$ cat src/rtl/serial_subtractor.sv
// Bit-serial unsigned subtractor: diff = a - b, computed LSB-first one bit per clock
// through a single full-subtractor cell. Operations are issued with start and retired with done.
module serial_subtractor #(
    parameter int WIDTH = 8
) (
    input  logic             clk,
    input  logic             rst,
    input  logic             start,
    input  logic [WIDTH-1:0] a,
    input  logic [WIDTH-1:0] b,
    output logic             busy,
    output logic             done,
    output logic [WIDTH-1:0] diff,
    output logic             bf,
    output logic [1:0]       state_o
);

    localparam int CW = $clog2(WIDTH);

    typedef enum logic [1:0] {
        IDLE  = 2'd0,
        SHIFT = 2'd1,
        DONE  = 2'd2
    } state_t;

    state_t           state_q;
    logic [WIDTH-1:0] a_sh_q;
    logic [WIDTH-1:0] b_sh_q;
    logic [WIDTH-1:0] res_q;
    logic             borrow_q;
    logic [CW-1:0]    cnt_q;
    logic             busy_q;
    logic             done_q;
    logic [WIDTH-1:0] diff_q;
    logic             bf_q;

    logic             d_bit;
    logic             borrow_d;
    logic [WIDTH-1:0] res_d;
    logic             last_bit;

    // Full-subtractor cell on the current LSBs; the new bit enters the result at the MSB
    // so after WIDTH shifts the result register holds the difference in natural order.
    always_comb begin
        d_bit    = a_sh_q[0] ^ b_sh_q[0] ^ borrow_q;
        borrow_d = (~a_sh_q[0] & b_sh_q[0]) | (~(a_sh_q[0] ^ b_sh_q[0]) & borrow_q);
        res_d    = {d_bit, res_q[WIDTH-1:1]};
        last_bit = (cnt_q == CW'(WIDTH - 1));
    end

    // Handshake: start is accepted only in IDLE (no queuing, ignored otherwise); done is a
    // one-cycle pulse WIDTH+1 cycles after acceptance, and diff/bf hold until the next completion.
    always_ff @(posedge clk) begin
        if (rst) begin
            state_q  <= IDLE;
            a_sh_q   <= '0;
            b_sh_q   <= '0;
            res_q    <= '0;
            borrow_q <= 1'b0;
            cnt_q    <= '0;
            busy_q   <= 1'b0;
            done_q   <= 1'b0;
            diff_q   <= '0;
            bf_q     <= 1'b0;
        end else begin
            case (state_q)
                IDLE: begin
                    done_q <= 1'b0;
                    if (start) begin
                        a_sh_q   <= a;
                        b_sh_q   <= b;
                        res_q    <= '0;
                        borrow_q <= 1'b0;
                        cnt_q    <= '0;
                        busy_q   <= 1'b1;
                        state_q  <= SHIFT;
                    end
                end
                SHIFT: begin
                    a_sh_q   <= a_sh_q >> 1;
                    b_sh_q   <= b_sh_q >> 1;
                    borrow_q <= borrow_d;
                    res_q    <= res_d;
                    cnt_q    <= cnt_q + CW'(1);
                    if (last_bit) begin
                        diff_q  <= res_d;
                        bf_q    <= borrow_d;
                        busy_q  <= 1'b0;
                        done_q  <= 1'b1;
                        state_q <= DONE;
                    end
                end
                DONE: begin
                    done_q  <= 1'b0;
                    state_q <= IDLE;
                end
                default: begin
                    busy_q  <= 1'b0;
                    done_q  <= 1'b0;
                    state_q <= IDLE;
                end
            endcase
        end
    end

    assign busy    = busy_q;
    assign done    = done_q;
    assign diff    = diff_q;
    assign bf      = bf_q;
    assign state_o = state_q;

endmodule

$ cat config.mk
export PLATFORM = sky130hd
export DESIGN_NAME = serial_subtractor
export DESIGN_NICKNAME = d
export VERILOG_FILES = /design/src/rtl/serial_subtractor.sv
export SDC_FILE = /design/constraint.sdc
export NUM_CORES = 1
export LEC_CHECK = 0
export BUFFER_PORTS_ARGS = -buffer_cell sky130_fd_sc_hd__buf_2
export CAP_MARGIN = 30
export CORE_MARGIN = 4
export CORE_UTILIZATION = 31
export DETAILED_ROUTE_END_ITERATION = 10
export GPL_TIMING_DRIVEN = 1
export PLACE_DENSITY = 0.6
export SYNTH_ARGS = -nofsm -noshare
export SYNTH_HDL_FRONTEND = slang
export SYNTH_SLANG_ARGS = --single-unit
$ cat constraint.sdc
create_clock -name clk -period 1.5 [get_ports clk]
set_input_delay 0.375 -clock clk [delete_from_list [all_inputs] [get_ports clk]]
set_output_delay 0.375 -clock clk [all_outputs]
set_load 0.01 [all_outputs]
==> impl_metrics.yaml <==
clock_tree:
  cts_hold_buf: 0
  cts_buffer_depth: 2
  clkSlewWorstSetupHoldPaths_ps: 70
  insertion_delay_ps: 290
  cts_inserted_buffers: 5
  cts_tree: "built"
  cts-root-buf: "clkbuf_8"
  htree_levels: 2
  cts_num_sinks: 40
floorplanning:
  dieHeight_um: 80.44
  ios: 32
  core_area_sq_mm: 0.005107
  die_area_sq_mm: 0.006470
  fp.dieW_um: 80.44
  start_util_pct: 31.85
  rows: 26
yosys:
  synth_top_family_by_area: "compound AO/OA/AOI/OAI gates"
  synth-seq-cells: 40
  synthSimpleGateAreaFrac_pct: 13.85
  synth_fp_nets: 185
  ys_seq_area_share_pct: 49.23
  synthXorXnorAreaFrac_pct: 0
  synth_compound_gate_area_share_pct: 19.23
  synth_cell_types: 30
  yosys.area_share.adder_pct: 2.769
  synth_area_per_cell_sq_um: 9.979
  synthMuxAreaShare_pct: 8.615
  synth_area_sq_mm: 0.001627
  synth_warnings: 0
  synthCells: 163
route:
  ant_nets: 0
  wirelength_um: 3275
  drtIter0Drc: 64
  vias: 1218
  drc: 0
  drt_first_pass_iters: 4
  via_per_inst: 4.579
  avgRoutedWirePerCell_um: 12.31
sta:
  fmaxAchievable_ghz: 0.7486
  whs_ps: 418.3
  relSlewSlack_pct: 70.80
  rsz0062_at_grt: "no"
  tightest_slew_ps: 437.6
  hold_viol: 0
  period_needed_ps: 1336
  setup_viol: 0
  skew_ps: 2.640
  finalSetupTns_ps: 0
  slew_violations: 0
  layout_worst_path_cycle_share_pct: 89.05
global_route:
  first_global_vias: 1206
  grt_antenna_before_repair: 0
  grt_pass1_wl_um: 5616
  grt_overflow: 0
  grt_usage_pct: 11.08
  grt_max_degree: 30
finish:
  drive_above_1_share_pct: 26.53
  fin_cells: 266
  fillers: 541
  final_cell_mix: "dfxtp_1 (39), buf_2 (31), nor2_1 (15), a211oi_1 (15), mux2i_1 (14)"
  fin_nets: 217
  layout_commonest_cell: "dfxtp_1"
  fin_area_sq_mm: 0.001932
  antenna_cells: 0
  area_delta_synth_final_pct: 18.77
pwr:
  cellPowerDensity_mw_per_mm2: 1083
  ir_worst_vdd_uv: 333.5
  p_leak_uw: 0.0008402
worst_setup_path:
  worstPathRequired_ps: 1120
  worstSetupStartpointType: "flip-flop"
  critPathMaxStageDelay_ps: 380
  cpMaxStageDelayCell: "dfxtp_1"
  setup.worst_path.end_class: "primary output"
  critPathKind: "flip-flop to primary output"
  r2r_cells: 5
  arrival_ps: 960
  worstPathCellList: "buf_4, buf_2"
  crit_fanout: 7
status:
  status: "finished clean"
place:
  place_area_sq_mm: 0.001827
  port_buffers: 31
  post-place-cells: 257
  dpl.hpwl_um: 2217
  gp_congestion: 0.6946
hold_path:
  hold_path.class: "primary input to flip-flop"
  holdPathStages: 3
run:
  maxCapViolCount: 0
-- synth_stat cells, drive strengths merged --
library cell / n / area share [%]
a211oi: 15 / 6.9
a21o: 2 / 0.92
a21oi: 13 / 4.0
a22o: 9 / 4.8
a311oi: 1 / 0.54
and2: 1 / 0.38
and2b: 1 / 0.46
buf: 9 / 4.6
clkbuf: 5 / 1.2
dfxtp: 40 / 49
fa: 1 / 1.2
ha: 2 / 1.5
inv: 2 / 0.46
mux2i: 14 / 8.6
nand2: 8 / 1.8
nand2b: 7 / 3.2
nand3: 8 / 2.5
nand3b: 1 / 0.46
nor2: 16 / 3.7
nor3: 1 / 0.31
o21a: 1 / 0.46
o21ai: 3 / 0.92
o21ba: 1 / 0.62
or3b: 2 / 1.1
-- cells by family after synthesis --
group | Yosys count
AO/OA/AOI/OAI | 45
AND/OR/NAND/NOR | 45
flip-flops | 40
buffers and inverters | 16
multiplexers | 14
adder cells (fa/ha/maj) | 3
-- sequential cells by signal (all words and copies together), names as in the netlist --
name      cells
state_o       2
a_sh_q        8
cnt_q         3
bf            1
busy          1
borrow_q      1
done          1
b_sh_q        8
res_q         7
diff          8
-- worst max-delay path, delay by kind of cell (launching register included) --
| kind | cells | cell delay [ps] |
|---|---|---|
| DFF | 1 | 380 |
| buffers and inverters | 2 | 290 |
-- power breakdown --
group	switching (uW)	leakage (uW)	internal (uW)
Clock	366	0.0000510	367
Sequential	28.2	0.000327	1110
Combinational	119	0.000462	101
-- metrics by stage --
step / setup slack [ps] / power, uW / util, %
finish: 164.2 / 2093 / 37.82
global route: 42.97 / 2203 / 37.82
CTS: 58.58 / 2124 / 37.58
detailed placement: 87.74 / 1385 / 35.77
global placement: 103.8 / 1384 / 35.77
floorplan: 244.9 / 1323 / -
-- per-layer routing --
| metal | vias to the layer above | part of all wire (%) | global-route usage (%) |
|---|---|---|---|
| met1 | 556 | 48 | 13.99 |
| met2 | 17 | 46 | 17.22 |
| met3 | 6 | 3.7 | 3.363 |
| met4 | 0 | 2.2 | 5.068 |
| li1 | 639 | - | - |
| met5 | - | 0 | 0 |
-- repair_timing --
item	4_1_cts	5_1_grt
endpoints found under the setup margin	0	17
setup buffers	0	1
gates resized for setup	0	3
-- area by class of cell --
type / instances / area, sq um / area share [%]
Timing Repair Buffer: 39 / 215.2 / 11.14
Clock inverter: 2 / 10.01 / 0.5181
Clock buffer: 6 / 82.58 / 4.275
Multi-Input combinational cell: 107 / 726.9 / 37.63
Tap cell: 70 / 87.58 / 4.534
Sequential cell: 40 / 802.0 / 41.52
Inverter: 2 / 7.507 / 0.3886
-- path summary, 6_finish.rpt --
kind / slack [ps] / startpoint / to
worst max-delay path: 160 / state_o[0] / state_o[0]
worst min-delay path: 420 / b[3] / b_sh_q[3]
worst max register to register: 190 / cnt_q[0] / bf
worst min register to register: 450 / diff[3] / diff[3]
Power figures use the tool's default switching activity.
